**src/rtl/mem_rr_arbiter_if.sv**
```systemverilog
`default_nettype none
// ============================================================================
//  Module      : mem_rr_arbiter_if
//  Description : Core-side and memory-side bus bundle of the memory arbiter.
//  Revision    : 1.0 - initial release
// ============================================================================
interface mem_rr_arbiter_if #(
    parameter int NUM_REQ         = 3,
    parameter int MAX_OUTSTANDING = 4
);
    localparam int C_CNT_W = $clog2(MAX_OUTSTANDING) + 1;

    logic [NUM_REQ-1:0]      req_i;
    logic [NUM_REQ*32-1:0]   addr_i;
    logic [NUM_REQ-1:0]      we_i;
    logic [NUM_REQ*4-1:0]    be_i;
    logic [NUM_REQ*32-1:0]   wdata_i;
    logic [NUM_REQ-1:0]      gnt_o;
    logic [NUM_REQ*32-1:0]   rdata_o;
    logic [NUM_REQ-1:0]      rvalid_o;
    logic                    mem_req_o;
    logic [31:0]             mem_addr_o;
    logic                    mem_we_o;
    logic [3:0]              mem_be_o;
    logic [31:0]             mem_wdata_o;
    logic                    mem_gnt_i;
    logic [31:0]             mem_rdata_i;
    logic                    mem_rvalid_i;
    logic [C_CNT_W-1:0]      outstanding_o;
    logic                    err_o;

    // Arbiter view
    modport slave (
        input  req_i, addr_i, we_i, be_i, wdata_i,
        input  mem_gnt_i, mem_rdata_i, mem_rvalid_i,
        output gnt_o, rdata_o, rvalid_o,
        output mem_req_o, mem_addr_o, mem_we_o, mem_be_o, mem_wdata_o,
        output outstanding_o, err_o
    );

    // Environment view (requesters plus memory controller)
    modport master (
        output req_i, addr_i, we_i, be_i, wdata_i,
        output mem_gnt_i, mem_rdata_i, mem_rvalid_i,
        input  gnt_o, rdata_o, rvalid_o,
        input  mem_req_o, mem_addr_o, mem_we_o, mem_be_o, mem_wdata_o,
        input  outstanding_o, err_o
    );
endinterface
`default_nettype wire

```
**src/rtl/mem_rr_arbiter.sv**
```systemverilog
`default_nettype none
// ============================================================================
//  Module      : mem_rr_arbiter
//  Description : Round-robin arbiter sharing one memory port among NUM_REQ
//                requesters, with in-order response routing via an ID FIFO.
//  Revision    : 1.0 - initial release
// ============================================================================
module mem_rr_arbiter #(
    parameter int NUM_REQ         = 3,
    parameter int MAX_OUTSTANDING = 4
) (
    input  wire logic          clk,
    input  wire logic          rst,
    mem_rr_arbiter_if.slave    bus
);
    localparam int IDW       = $clog2(NUM_REQ);
    localparam int C_PTR_W   = $clog2(MAX_OUTSTANDING);
    localparam int C_CNT_W   = C_PTR_W + 1;
    localparam logic [IDW-1:0]     C_LAST_RST = IDW'(NUM_REQ - 1);
    localparam logic [C_CNT_W-1:0] C_FULL     = C_CNT_W'(MAX_OUTSTANDING);

    localparam logic [0:0] S_UNLOCKED = 1'b0;
    localparam logic [0:0] S_LOCKED   = 1'b1;

    logic [0:0]          r_state;
    logic [0:0]          w_state_nxt;
    logic [IDW-1:0]      r_lock_idx;
    logic [IDW-1:0]      r_last_idx;
    logic [IDW-1:0]      r_fifo [MAX_OUTSTANDING];
    logic [C_PTR_W-1:0]  r_wr_ptr;
    logic [C_PTR_W-1:0]  r_rd_ptr;
    logic [C_CNT_W-1:0]  r_count;
    logic                r_err;

    logic [IDW-1:0]      w_sel;
    logic                w_valid_sel;
    logic                w_push;
    logic                w_pop;
    logic [IDW-1:0]      w_head;

    // Rotating priority scan starting just after the last served requester
    always_comb begin
        int unsigned v_idx;
        logic        v_found;
        w_sel   = r_lock_idx;
        v_idx   = 0;
        v_found = 1'b0;
        if (r_state == S_UNLOCKED) begin
            w_sel = r_last_idx;
            for (int i = 1; i <= NUM_REQ; i++) begin
                v_idx = (int'(r_last_idx) + i) % NUM_REQ;
                if (!v_found && bus.req_i[v_idx]) begin
                    v_found = 1'b1;
                    w_sel   = IDW'(v_idx);
                end
            end
        end
    end

    // Full FIFO blocks new requests regardless of a same-cycle pop
    assign w_valid_sel = bus.req_i[w_sel] && (r_count < C_FULL);
    assign w_push      = w_valid_sel && bus.mem_gnt_i;
    assign w_pop       = bus.mem_rvalid_i && (r_count != '0);
    assign w_head      = r_fifo[r_rd_ptr];

    // Lock FSM: state register
    always_ff @(posedge clk or posedge rst) begin
        if (rst) begin
            r_state <= S_UNLOCKED;
        end else begin
            r_state <= w_state_nxt;
        end
    end

    // Lock FSM: next state
    always_comb begin
        w_state_nxt = r_state;
        case (r_state)
            S_UNLOCKED: if (w_valid_sel && !bus.mem_gnt_i) w_state_nxt = S_LOCKED;
            S_LOCKED:   if (w_push || !bus.req_i[r_lock_idx]) w_state_nxt = S_UNLOCKED;
            default:    w_state_nxt = S_UNLOCKED;
        endcase
    end

    // Lock FSM: outputs (memory port, grants, response routing)
    always_comb begin
        bus.mem_req_o   = w_valid_sel;
        bus.mem_addr_o  = '0;
        bus.mem_we_o    = 1'b0;
        bus.mem_be_o    = '0;
        bus.mem_wdata_o = '0;
        bus.gnt_o       = '0;
        bus.rvalid_o    = '0;
        bus.rdata_o     = '0;
        if (w_valid_sel) begin
            bus.mem_addr_o  = bus.addr_i[int'(w_sel)*32 +: 32];
            bus.mem_we_o    = bus.we_i[w_sel];
            bus.mem_be_o    = bus.be_i[int'(w_sel)*4 +: 4];
            bus.mem_wdata_o = bus.wdata_i[int'(w_sel)*32 +: 32];
        end
        if (w_push) begin
            bus.gnt_o[w_sel] = 1'b1;
        end
        if (w_pop) begin
            bus.rvalid_o[w_head]                 = 1'b1;
            bus.rdata_o[int'(w_head)*32 +: 32]   = bus.mem_rdata_i;
        end
    end

    always_ff @(posedge clk or posedge rst) begin
        if (rst) begin
            r_lock_idx <= '0;
            r_last_idx <= C_LAST_RST;
            r_wr_ptr   <= '0;
            r_rd_ptr   <= '0;
            r_count    <= '0;
            r_err      <= 1'b0;
        end else begin
            if (r_state == S_UNLOCKED && w_valid_sel && !bus.mem_gnt_i) begin
                r_lock_idx <= w_sel;
            end
            if (w_push) begin
                r_last_idx <= w_sel;
                r_wr_ptr   <= r_wr_ptr + 1'b1;
            end
            if (w_pop) begin
                r_rd_ptr <= r_rd_ptr + 1'b1;
            end
            r_count <= r_count + C_CNT_W'(w_push) - C_CNT_W'(w_pop);
            if (bus.mem_rvalid_i && r_count == '0) begin
                r_err <= 1'b1;
            end
        end
    end

    // ID storage needs no reset: only entries between the pointers are read
    always_ff @(posedge clk) begin
        if (w_push) begin
            r_fifo[r_wr_ptr] <= w_sel;
        end
    end

    assign bus.outstanding_o = r_count;
    assign bus.err_o         = r_err;

endmodule
`default_nettype wire

```
**src/flat_wrapper.sv**
```systemverilog
// flat-port wrapper written by rule: the top's interface ports become plain ports
module mem_rr_arbiter_flat 
#(
    parameter int NUM_REQ         = 3,
    parameter int MAX_OUTSTANDING = 4
)
  (clk, rst, bus_req_i, bus_addr_i, bus_we_i, bus_be_i, bus_wdata_i, bus_mem_gnt_i, bus_mem_rdata_i, bus_mem_rvalid_i, bus_gnt_o, bus_rdata_o, bus_rvalid_o, bus_mem_req_o, bus_mem_addr_o, bus_mem_we_o, bus_mem_be_o, bus_mem_wdata_o, bus_outstanding_o, bus_err_o);
  mem_rr_arbiter_if #(.NUM_REQ(NUM_REQ), .MAX_OUTSTANDING(MAX_OUTSTANDING)) bus_i ();
  input  wire logic clk;
  input  wire logic rst;
  input wire logic [$bits(bus_i.req_i)-1:0] bus_req_i;
  input wire logic [$bits(bus_i.addr_i)-1:0] bus_addr_i;
  input wire logic [$bits(bus_i.we_i)-1:0] bus_we_i;
  input wire logic [$bits(bus_i.be_i)-1:0] bus_be_i;
  input wire logic [$bits(bus_i.wdata_i)-1:0] bus_wdata_i;
  input wire logic [$bits(bus_i.mem_gnt_i)-1:0] bus_mem_gnt_i;
  input wire logic [$bits(bus_i.mem_rdata_i)-1:0] bus_mem_rdata_i;
  input wire logic [$bits(bus_i.mem_rvalid_i)-1:0] bus_mem_rvalid_i;
  output wire logic [$bits(bus_i.gnt_o)-1:0] bus_gnt_o;
  output wire logic [$bits(bus_i.rdata_o)-1:0] bus_rdata_o;
  output wire logic [$bits(bus_i.rvalid_o)-1:0] bus_rvalid_o;
  output wire logic [$bits(bus_i.mem_req_o)-1:0] bus_mem_req_o;
  output wire logic [$bits(bus_i.mem_addr_o)-1:0] bus_mem_addr_o;
  output wire logic [$bits(bus_i.mem_we_o)-1:0] bus_mem_we_o;
  output wire logic [$bits(bus_i.mem_be_o)-1:0] bus_mem_be_o;
  output wire logic [$bits(bus_i.mem_wdata_o)-1:0] bus_mem_wdata_o;
  output wire logic [$bits(bus_i.outstanding_o)-1:0] bus_outstanding_o;
  output wire logic [$bits(bus_i.err_o)-1:0] bus_err_o;
  assign bus_i.req_i = bus_req_i;
  assign bus_i.addr_i = bus_addr_i;
  assign bus_i.we_i = bus_we_i;
  assign bus_i.be_i = bus_be_i;
  assign bus_i.wdata_i = bus_wdata_i;
  assign bus_i.mem_gnt_i = bus_mem_gnt_i;
  assign bus_i.mem_rdata_i = bus_mem_rdata_i;
  assign bus_i.mem_rvalid_i = bus_mem_rvalid_i;
  assign bus_gnt_o = bus_i.gnt_o;
  assign bus_rdata_o = bus_i.rdata_o;
  assign bus_rvalid_o = bus_i.rvalid_o;
  assign bus_mem_req_o = bus_i.mem_req_o;
  assign bus_mem_addr_o = bus_i.mem_addr_o;
  assign bus_mem_we_o = bus_i.mem_we_o;
  assign bus_mem_be_o = bus_i.mem_be_o;
  assign bus_mem_wdata_o = bus_i.mem_wdata_o;
  assign bus_outstanding_o = bus_i.outstanding_o;
  assign bus_err_o = bus_i.err_o;
  mem_rr_arbiter #(.NUM_REQ(NUM_REQ), .MAX_OUTSTANDING(MAX_OUTSTANDING)) u_core (.clk(clk), .rst(rst), .bus(bus_i));
endmodule
```
**config.mk**
```make
export PLATFORM = sky130hd
export DESIGN_NAME = mem_rr_arbiter_flat
export DESIGN_NICKNAME = d
export VERILOG_FILES = /design/src/rtl/mem_rr_arbiter_if.sv /design/src/rtl/mem_rr_arbiter.sv /design/src/flat_wrapper.sv
export SDC_FILE = /design/constraint.sdc
export NUM_CORES = 1
export LEC_CHECK = 0
export BUFFER_PORTS_ARGS = -buffer_cell sky130_fd_sc_hd__buf_2
export CORE_AREA = 4 4 163 165
export DETAILED_ROUTE_END_ITERATION = 16
export DIE_AREA = 0 0 167 169
export PLACE_DENSITY = 0.46
export SLEW_MARGIN = 20
export SYNTH_ARGS = -nofsm -noshare
export SYNTH_HDL_FRONTEND = slang
export SYNTH_SLANG_ARGS = --single-unit
```
**constraint.sdc**
```tcl
create_clock -name clk -period 7.6 [get_ports clk]
set_input_delay 0.38 -clock clk [delete_from_list [all_inputs] [get_ports clk]]
set_output_delay 0.38 -clock clk [all_outputs]
set_load 0.01 [all_outputs]
```
==> metrics.md, run 1 <==
| Metric | Value |
|---|---|
| Avg WL per Cell | ~17 µm |
| Top FF cell, synth | dfrtp_1 |
| Register area share after synthesis | around an eighth |
| Initial Util | around 18% |
| First-pass GRT wire length | 30.19 mm |
| Vias | slightly above 5000 |
| Routed Antenna Nets | 0 |
| Largest net degree at the start of global routing | 77 |
| H-tree depth | 1 |
| Yosys warns | 0 |
| FFs w/ async S/R, synth | approximately three fifths |
| Cts hold-fix bufs | 0 |
| Initial DRT Pass Iterations | 5 |
| Fillcell total | between 2000 and 3000 |
| Hold/Removal Path Class | input port to asynchronous set/reset pin |
| Die Y | between 150 and 200 µm |
| CTS tree | built |
| Number of enable flip-flop cells after synthesis | 8 |
| Tot GR Track Use | roughly an eighth |
| Syn Std Cell Area | between 4000 and 5000 µm² |
| Hold Fails Final Rpt | 0 |
| Final #Nets | ~1100 |
| Post-cts resize count | 0 |
| Logic pwr share | 89.8% |
| Post-DP HPWL | 17.47 mm |
| Clock Power Share | under 10% |
| Outcome | finished clean |
| Global route overflow | 0 |
| Reg clk slew, reported paths | ~0.060 ns |
| Path type of the worst setup path | flip-flop to output port |
| Fraction of the mapped netlist area in simple logic gates | around 25% |
| Yosys reg bits | 21 |
| Fmax | 212.8 MHz |
| Clock Latency Late Sink | about 0.25 ns |
| Register area | 568.0 µm² |
| Post-route cell area | between 6000 and 7000 µm² |
| Library cells used by synthesis | between 50 and 60 |
| Worst-case clock skew | 0.005727 ns |
| Clock Sinks | 21 |
| CTS Root Cell | clkbuf_16 |
| Hold WS | around 0.17 ns |
| Fin crit period | about 4.7 ns |
| Syn nets | roughly 750 |
| Initial antenna violation count | 6 |
| # Post-CTS Setup Buffers | 0 |
| Synthesized area per cell | roughly 9.1 µm² |
| Placer's final routability congestion estimate | ~0.85 |
| Number of max-cap violations | 0 |
| Io pins | about 420 |
| Core area | between 20000 and 30000 µm² |
| Slew HR | about two fifths |
| TritonCTS buffer count | 3 |
| Post-DP Area | 6725 µm² |
| P_int | about 1.7 mW |
| Util after Layout | about 27% |
| Switching Share | about half |
| Top cells by area, synth | a2bb2oi_2, mux2i_1, and2_1 |
| Avg Vias per Cell | 4.218 |
| Mux share of post-synthesis cell area | 17.92% |
| Most frequent cells in the layout | buf_2, and2_1, mux2i_1, nor2_1, a2bb2oi_2 |
| PwrDens | about 480 nW/µm² |
| Total Die Area | approximately 28000 µm² |
| Synth top area share | about a quarter |
| DRT iter0 DRCs | 146 |
| Rows | 58 |
| Cell taking the most area after synthesis | a2bb2oi_2 |
| Die X | 167 µm |
| Worst EP arrival | 4.32 ns |
| CP endpoint kind | output port |
| Layout cells sized above 1 | about 60% |
| Maximum fanout along the worst path | 50 |
| Compound-Gate Fraction of Synth Area | roughly 30% |
| Tot Pwr | about 3.3 mW |
| Max VDD drop | between 0.2 and 0.3 mV |
| Post-synthesis adder-cell area fraction | ~4.4% |
| Multi-input logic area | between 3000 and 4000 µm² |
| Pleak | roughly 3.7 nW |
| Fin crit share | 61.82% |
| RSZ-0062 raised after global routing | false |
| Final WL | around 21 mm |
| Area Overhead vs Synth | 53.26% |
| DRC | 0 |
| XOR/XNOR share of the synthesized area | less than 1% |
| Worst Path Required | slightly above 7 ns |
| Final setup violating endpoints | 0 |
| Nature of the critical path startpoint | flip-flop |
| Largest family of logic cells by synthesized area | compound AO/OA/AOI/OAI gates |
| PortBufs | roughly 420 |
| Switch Pwr | between 1.5 and 2 mW |
| Clock buffer depth | 2 |
| Seq pwr share | 6.7% |
| Worst-margin pin slew | just over 0.9 ns |
| Post-Route Setup TNS | 0 ns |
| Fin. max-slew vios | 0 |
| Cell count after synthesis | slightly below 500 |
| Vias in the first global route | between 5000 and 6000 |
| Commonest non-fill, non-tap cell in the layout | buf_2 |
==> worst paths after layout <==
path	slack [ns]	to	cells past startpoint	from
min reg2reg	0.45	u_core.bus.err_o$_DFFE_PP0P_	1	u_core.bus.err_o$_DFFE_PP0P_
max in group asynchronous	7.02	u_core.bus.outstanding_o[2]$_DFF_PP0_	2	rst
max reg2reg	4.18	u_core.bus.outstanding_o[2]$_DFF_PP0_	12	u_core.r_last_idx[1]$_DFFE_PP1N_
min in group clk	0.35	u_core.bus.err_o$_DFFE_PP0P_	2	bus_mem_rvalid_i
max	2.90	bus_mem_wdata_o[11]	12	u_core.r_last_idx[1]$_DFFE_PP1N_
min	0.17	u_core.bus.outstanding_o[0]$_DFF_PP0_	2	rst
==> cells by family (layout without fill, tap and decap cells) <==
family	after synthesis	after routing
and+or+nand+nor	205	205
adders and majority gates	15	15
muxes	76	76
AOI/OAI and AO/OA	105	105
xor gates and xnor gates	5	5
buffers and inverters	60	448
other	0	4
DFF	21	21
==> worst max-delay path, cell delays in order, from the launching register on <==
cell	delay (ns)
dfstp_2	0.54
inv_1	0.08
ha_1	0.28
mux2_4	0.34
a21boi_1	0.21
o211ai_1	0.23
a21oi_4	0.38
buf_4	0.38
buf_4	0.74
mux2i_1	0.45
a2bb2oi_2	0.16
nor2_1	0.05
buf_2	0.18
==> registers in the layout, indices dropped and copies added, names as in the netlist <==
register and count:
u_core.bus.err_o 1, u_core.bus.outstanding_o 3, u_core.r_lock_idx 2, u_core.r_last_idx 2, u_core.r_wr_ptr 2, u_core.r_state 1
u_core.r_rd_ptr 2, u_core.r_fifo 8
==> Yosys cell counts, types with 3 or more instances <==
cell type and count:
a21oi_1 4, a2bb2oi_2 69, and2_1 103, buf_2 10, buf_6 9, buf_8 7, clkbuf_1 18, dfrtp_1 12
edfxtp_1 8, ha_1 14, inv_1 14, mux2i_1 71, nand2_1 5, nand3_1 3, nand3b_1 3, nor2_1 71
nor2b_1 4, nor3_1 4, o211ai_1 5, o21ai_0 4, xnor2_1 4
==> through the flow <==
step	instances	setup WS [ns]
global placement	1201	3.193
floorplan	487	4.531
detailed placement	1201	3.181
finish	1209	2.901
CTS	1205	2.881
global route	1208	2.674
==> final cells by class <==
| type | instances | share of cell area (%) |
|---|---|---|
| diodes | 4 | 0.1469 |
| clock buffers | 3 | 1.102 |
| clock inverters | 1 | 0.07343 |
| inverters | 15 | 0.8261 |
| multi-input cells | 406 | 51.66 |
| flip-flops and latches | 21 | 8.335 |
| well taps | 330 | 6.058 |
| repair buffers | 429 | 31.80 |
==> power by group through the flow <==
| stage | clock, mW | sequential [mW] | combinational (mW) |
|---|---|---|---|
| after floorplan | 0 | 0.212 | 2.39 |
| after CTS | 0.117 | 0.220 | 2.95 |
| after global placement | 0 | 0.222 | 2.95 |
| after global routing | 0.120 | 0.227 | 3.15 |
| after detailed placement | 0 | 0.222 | 2.95 |
| final | 0.112 | 0.220 | 2.93 |
==> per-layer routing <==
layer | track usage (%) | part of all wire (%) | vias to the layer above
li1 | - | - | 2506
met4 | 3.131 | 2.2 | 2
met5 | 0 | 0.058 | -
met1 | 14.85 | 37 | 2275
met2 | 25.13 | 52 | 293
met3 | 3.316 | 8.9 | 24
(Power assumes the default switching activity.)
==> run 2: changes to the inputs <==
--- a/config.mk
+++ b/config.mk
@@ -6,10 +6,10 @@
 export NUM_CORES = 1
 export LEC_CHECK = 0
 export BUFFER_PORTS_ARGS = -buffer_cell sky130_fd_sc_hd__buf_2
-export CORE_AREA = 4 4 163 165
+export CORE_AREA = 4 4 160 162
 export DETAILED_ROUTE_END_ITERATION = 16
-export DIE_AREA = 0 0 167 169
-export PLACE_DENSITY = 0.46
+export DIE_AREA = 0 0 164 166
+export PLACE_DENSITY = 0.47
 export SLEW_MARGIN = 20
 export SYNTH_ARGS = -nofsm -noshare
 export SYNTH_HDL_FRONTEND = slang
==> constraint.sdc (replaced) <==
create_clock -name clk -period 4.4 [get_ports clk]
set_input_delay 0.22 -clock clk [delete_from_list [all_inputs] [get_ports clk]]
set_output_delay 0.22 -clock clk [all_outputs]
set_load 0.01 [all_outputs]
==> run 2 against run 1 <==
  * Critical path depth down 2
  * Via count is 1.3% higher
  * Total power grew 76%
  * Setup slack got worse by 2.2 ns
  * Clock power is 74% higher
  * Combinational power is 76% higher
  * Highest routed layer is now met4
  * Design area grew 0.51%
  * Routed wire length up 2.2%
  * Flip-flop and latch count did not move
  * Register-to-register slack got worse by 3.2 ns
  * Sequential power rose by 73%
  * Die area down 3.5%
==> metrics.md, run 2 (synthesis gave the netlist of run 1 again) <==
| Metric | Value |
|---|---|
| Outcome | finished clean |
| Worst Path Required | 4.18 ns (-3.04 ns) |
| FF-to-FF Start | u_core.r_last_idx[1]$_DFFE_PP1N_ |
| First-pass GRT wire length | 30.83 mm (+2.1%) |
| H-tree depth | 1 (unchanged) |
| Max VDD drop | 1.235 mV (+320%) |
| Largest reg by FF count | u_core.r_fifo |
| Hold WS | 0.01566 ns (-0.1546 ns) |
| Pleak | 3.760 nW (+0.49%) |
| Vias | 5165 (+1.3%) |
| Final #Nets | 1138 (+0.088%) |
| TritonCTS buffer count | 3 (unchanged) |
| Fmax | roughly 270 MHz |
| RSZ-0062 raised after global routing | false |
| # Post-CTS Setup Buffers | 0 (unchanged) |
| Vias in the first global route | 5176 (-0.38%) |
| Clock Sinks | 21 (unchanged) |
| Fin. max-slew vios | 0 (unchanged) |
| CP endpoint kind | output port |
| Initial DRT Pass Iterations | 4 (-1) |
| Post-DP HPWL | 17.78 mm (+1.8%) |
| Worst EP arrival | 3.51 ns (-0.81 ns) |
| PortBufs | 421 (unchanged) |
| Worst-margin pin slew | 0.8736 ns (-0.03591 ns) |
| Initial antenna violation count | 3 (-3) |
| Maximum fanout along the worst path | 74 (+48%) |
| Routed Antenna Nets | 0 (unchanged) |
| Path type of the worst setup path | flip-flop to output port |
| Slew HR | 41.76% (+2.4 points) |
| Layout cells sized above 1 | 59.82% (about the same) |
| Post-Route Setup TNS | 0 ns (unchanged) |
| R2R setup slack | 0.95 ns (-3.23 ns) |
| Post-cts resize count | 0 (unchanged) |
| Slowest stage cell, crit path | dfstp_2 |
| Fin crit share | a little over four fifths |
| Final setup violating endpoints | 0 (unchanged) |
| Initial Util | 18.45% (+0.69 points) |
| Tot GR Track Use | 14.30% (+1.0 points) |
| Die Y | 166 µm (-1.8%) |
| Critical R2R Capture | u_core.bus.outstanding_o[2]$_DFF_PP0_ |
| Worst path top cell family by delay | compound AO/OA/AOI/OAI gates |
| Reg2reg path depth | 11 (-1) |
| DRC | 0 (unchanged) |
| Commonest non-fill, non-tap cell in the layout | buf_2 |
| CTS tree | built |
| Max incr delay on CP | 0.54 ns (-0.20 ns) |
| Avg Vias per Cell | 4.293 (+1.8%) |
| Final WL | 21.20 mm (+2.2%) |
| Clock Latency Late Sink | 0.26 ns (about the same) |
| Fillcell total | 2683 (-2.2%) |
| Largest register FFs | 8 (unchanged) |
| Number of max-cap violations | 0 (unchanged) |
| Total Die Area | 27220 µm² (-3.5%) |
| Io pins | 422 (unchanged) |
| CTS Root Cell | clkbuf_16 |
| Placer's final routability congestion estimate | 0.8597 (+0.80%) |
| Fin crit period | 3.732 ns |
| Clock buffer depth | 2 (unchanged) |
| Cts hold-fix bufs | 0 (unchanged) |
| DRT iter0 DRCs | 177 (+21%) |
| Worst-path cell chain | ha_1 > mux2_4 > a21o_4 > o211ai_1 > a211oi_2 > o21ai_4 > buf_12 > a2bb2oi_2 > nor2_1 > buf_2 |
| Buf+Inv Stages, Crit Path | 2 (-2) |
| Rows | 57 (-1.7%) |
| Reg clk slew, reported paths | 0.06 ns (about the same) |
| Hold Fails Final Rpt | 0 (unchanged) |
| Avg WL per Cell | 17.62 µm (+2.7%) |
| Nature of the critical path startpoint | flip-flop |
| PwrDens | 835.9 nW/µm² (+75%) |
| Hold/Removal Path Class | input port to asynchronous set/reset pin |
| Die X | 164 µm (-1.8%) |
| Most frequent cells in the layout | buf_2, and2_1, mux2i_1, nor2_1, a2bb2oi_2 |
| Core area | 24110 µm² (-3.7%) |
| Global route overflow | 0 (unchanged) |
| Largest net degree at the start of global routing | 76 (-1.3%) |
| Worst-case clock skew | 0.004813 ns (-0.0009136 ns) |
| Area Overhead vs Synth | 54.05% |
==> run 2: report_power, final <==
group	leakage (nW)	internal, mW	total (mW)	switching, mW
logic	3.50	2.52	5.15	2.63
clock network	0.0409	0.122	0.195	0.0732
registers	0.219	0.308	0.380	0.0724
==> run 2: cell type report <==
class                   instances  area [µm²]  area share (%)
multi-input cells             406        3521           51.40
repair buffers                430        2212           32.29
flip-flops and latches         21       568.0           8.292
well taps                     324       405.4           5.918
clock buffers                   3       75.07           1.096
inverters                      15       56.30          0.8219
diodes                          3       7.507          0.1096
clock inverters                 1       5.005         0.07306
==> run 2: worst reg2reg max path, cell delays in order (launching register included) <==
cell and delay [ns]:
dfstp_2 0.54, ha_1 0.34, mux2_4 0.35, a21o_4 0.24, o211ai_1 0.42, a211oi_2 0.17, o21ai_4 0.23, a21oi_2 0.14
ha_1 0.22, fa_1 0.38, xnor2_1 0.15, xnor2_1 0.16
==> run 2: worst max-delay path by stage <==
stage	startpoint	end	slack [ns]	cells after the start
after floorplan	u_core.r_last_idx[1]$_DFFE_PP1N_	u_core.bus.outstanding_o[2]$_DFF_PP0_	1.33	12
after global placement	u_core.r_last_idx[1]$_DFFE_PP1N_	bus_mem_wdata_o[18]	1.03	10
after detailed placement	u_core.r_last_idx[1]$_DFFE_PP1N_	bus_mem_wdata_o[5]	0.99	10
after CTS	u_core.r_last_idx[1]$_DFFE_PP1N_	bus_mem_wdata_o[5]	0.67	10
after global routing	u_core.r_last_idx[0]$_DFFE_PP0N_	bus_mem_addr_o[24]	0.44	11
final	u_core.r_last_idx[1]$_DFFE_PP1N_	bus_mem_addr_o[15]	0.67	10
==> run 2: per-stage QoR <==
step | std cells | cell area (µm²) | total power [mW] | utilization (%) | setup WS, ns
final | 1203 | 6850 | 5.726 | 28.42 | 0.6678
after global routing | 1203 | 6850 | 6.158 | 28.42 | 0.4442
after CTS | 1200 | 6843 | 5.805 | 28.39 | 0.6748
after detailed placement | 1196 | 6763 | 5.583 | 28.05 | 0.9934
after global placement | 1196 | 6763 | 5.562 | 28.05 | 1.026
after floorplan | 487 | 4447 | 4.499 | - | 1.331
==> run 2: per-layer routing <==
layer | global-route usage (%) | vias up | share of wire (%)
li1 | - | 2514 | -
met2 | 27.16 | 284 | 51
met3 | 3.351 | 16 | 9.8
met1 | 16.13 | 2351 | 37
met4 | 2.772 | 0 | 2.1
met5 | 0 | - | 0
==> run 3: changes to the inputs <==
==> constraint.sdc (replaced) <==
create_clock -name clk -period 3.6 [get_ports clk]
set_input_delay 0.18 -clock clk [delete_from_list [all_inputs] [get_ports clk]]
set_output_delay 0.18 -clock clk [all_outputs]
set_load 0.01 [all_outputs]
==> run 3 against run 2 <==
  * Clock power is 22% higher
  * Largest power group unchanged
  * Register-to-register slack got worse by 0.68 ns
  * Final cell count increased by 2.0%
  * Core utilization rose by 1.3 points
  * Setup slack got worse by 0.52 ns
  * Largest cell class unchanged
  * First-iteration DRC count rose by 17%
  * Critical endpoint unchanged
  * Worst hold slack improved by 0.13 ns
==> metrics.md, run 3 (synthesis gave the netlist of run 1 again) <==
| Metric | Value |
|---|---|
| Outcome | finished clean |
| Post-DP HPWL | 18.06 mm (+1.6%) |
| Fin cells | 1227 (+2.0%) |
| Most frequent cells in the layout | buf_2, and2_1, nor2_1 |
| Global route overflow | 0 (unchanged) |
| Final WL | 22.83 mm (+7.7%) |
| Critical R2R Capture | u_core.bus.outstanding_o[2]$_DFF_PP0_ |
| Nature of the critical path startpoint | flip-flop |
| Crit path from | u_core.r_last_idx[1]$_DFFE_PP1N_ |
| Placer's final routability congestion estimate | 0.8601 (about the same) |
| Core area | 24110 µm² (unchanged) |
| Largest reg by FF count | u_core.r_fifo |
| Io pins | 422 (unchanged) |
| Worst Path Required | 3.42 ns (-0.76 ns) |
| Worst-path cell chain | inv_1 > ha_2 > mux2_4 > a21bo_2 > o41ai_4 > a211oi_2 > o21ai_4 > buf_12 > clkbuf_16 > a2bb2oi_2 > nor2_1 > buf_2 |
| Worst-case clock skew | 0.003075 ns (-0.001738 ns) |
| Fillcell total | 2634 (-1.8%) |
| Clock buffer depth | 2 (unchanged) |
| FF-to-FF Start | u_core.r_last_idx[1]$_DFFE_PP1N_ |
| Multi-input logic area | 3531 µm² (+0.28%) |
| TritonCTS buffer count | 3 (unchanged) |
| DRT iter0 DRCs | 207 (+17%) |
| Clock Sinks | 21 (unchanged) |
| DRC | 0 (unchanged) |
| First-pass GRT wire length | 30.48 mm (-1.1%) |
| Largest net degree at the start of global routing | 75 (-1.3%) |
| Reg2reg path depth | 12 (+1) |
| Reg clk slew, reported paths | 0.06 ns (about the same) |
| CTS tree | built |
| Slew HR | 40.71% (-1.1 points) |
| Max VDD drop | 0.4331 mV (-65%) |
| Largest register FFs | 8 (unchanged) |
| Final setup violating endpoints | 0 (unchanged) |
| Hold WS | 0.1425 ns (+0.1268 ns) |
| Tot GR Track Use | 14.19% (-0.12 points) |
| Routed Antenna Nets | 0 (unchanged) |
| Initial antenna violation count | 8 (+5) |
| RSZ-0062 raised after global routing | false |
| Vias | 5223 (+1.1%) |
| Pleak | 3.919 nW (+4.2%) |
| Fin crit share | approximately 96% |
| Hold/Removal Path Class | input port to flip-flop |
| Initial DRT Pass Iterations | 4 (unchanged) |
| WHS Path Cells | 2 |
| Total Die Area | 27220 µm² (unchanged) |
| Worst-margin pin slew | 0.8893 ns (+0.01578 ns) |
| PnR worst setup slack | 0.1434 ns (-0.5243 ns) |
| Vias in the first global route | 5096 (-1.5%) |
| Fin. max-slew vios | 0 (unchanged) |
| Die X | 164 µm (unchanged) |
| CTS Root Cell | clkbuf_16 |
| Max incr delay on CP | 0.55 ns (about the same) |
| Layout cells sized above 1 | 61.11% (+1.3 points) |
| PortBufs | 421 (unchanged) |
| CP Capture Point | bus_mem_addr_o[15] |
| Maximum fanout along the worst path | 19 (-74%) |
| Final #Nets | 1162 (+2.1%) |
| H-tree depth | 1 (unchanged) |
| Die Y | 166 µm (unchanged) |
| Fmax | about 290 MHz |
| Hold Fails Final Rpt | 0 (unchanged) |
| Number of max-cap violations | 0 (unchanged) |
| Clock Latency Late Sink | 0.25 ns (about the same) |
| PwrDens | 1089 nW/µm² (+30%) |
| Rows | 57 (unchanged) |
| Path type of the worst setup path | flip-flop to output port |
| Worst slack, placed | 0.2345 ns (-0.7588 ns) |
| Area Overhead vs Synth | 60.83% |
| CP endpoint kind | output port |
| Register area | 568.0 µm² (unchanged) |
| Fin crit period | about 3.5 ns |
| Tot Pwr | 7.791 mW (+36%) |
| Inst Count DP | 1204 (+0.67%) |
| Commonest non-fill, non-tap cell in the layout | buf_2 |
| Worst EP arrival | 3.28 ns (-0.23 ns) |
| R2R setup slack | 0.27 ns (-0.68 ns) |
| Avg Vias per Cell | 4.257 (-0.86%) |
| Initial Util | 18.45% (unchanged) |
| Post-Route Setup TNS | 0 ns (unchanged) |
| Slowest stage cell, crit path | dfstp_2 |
| Avg WL per Cell | 18.60 µm (+5.6%) |
## run 3: timing repair
action	in CTS	in global routing
hold buffers	1	0
hold endpoints to repair	12	0
endpoints found under the setup margin	5	70
gates cloned	0	5
setup buffers	0	10
pin swaps	1	4
resized for setup	1	9
## run 3: per-layer routing
metal,vias to the layer above,share of wire (%),global-route usage [%]
li1,2551,-,-
met1,2378,37,15.79
met2,272,53,27.50
met3,16,9.1,3.400
met4,6,0.94,2.006
met5,-,0.16,0
## run 3: worst min path at each step
| stage | start | to | slack, ns |
|---|---|---|---|
| floorplan | rst | u_core.bus.err_o$_DFFE_PP0P_ | 0.06 |
| global placement | rst | u_core.bus.outstanding_o[0]$_DFF_PP0_ | 0.25 |
| detailed placement | rst | u_core.bus.outstanding_o[1]$_DFF_PP0_ | 0.25 |
| CTS | bus_mem_rvalid_i | u_core.bus.err_o$_DFFE_PP0P_ | 0.14 |
| global route | bus_mem_rvalid_i | u_core.bus.err_o$_DFFE_PP0P_ | 0.15 |
| finish | bus_mem_rvalid_i | u_core.bus.err_o$_DFFE_PP0P_ | 0.14 |
## run 3: power breakdown
| group | internal, mW | switching (mW) |
|---|---|---|
| Sequential | 0.376 | 0.0932 |
| Clock | 0.149 | 0.0890 |
| Combinational | 3.55 | 3.53 |
## run 3: layout make-up
type / count / share of cell area (%)
clock inverters: 1 / 0.06998
diodes: 3 / 0.1050
repair buffers: 454 / 35.01
flip-flops and latches: 21 / 7.943
well taps: 324 / 5.668
clock buffers: 3 / 1.050
multi-input cells: 406 / 49.37
inverters: 15 / 0.7873
## run 3: worst max-delay path, delay by kind of cell, from the launching register on
family,cells,cell delay [ns]
AOI/OAI and AO/OA,5,1.21
muxes,1,0.32
DFF,1,0.55
adders and majority gates,1,0.22
and+or+nand+nor,1,0.06
buffers and inverters,4,0.64
## run 3: through the flow
stage                     cell area, µm²  util, %
after detailed placement            6860    28.46
after CTS                           6958    28.86
after global placement              6860    28.46
after floorplan                     4447        -
after global routing                7152    29.67
final                               7152    29.67
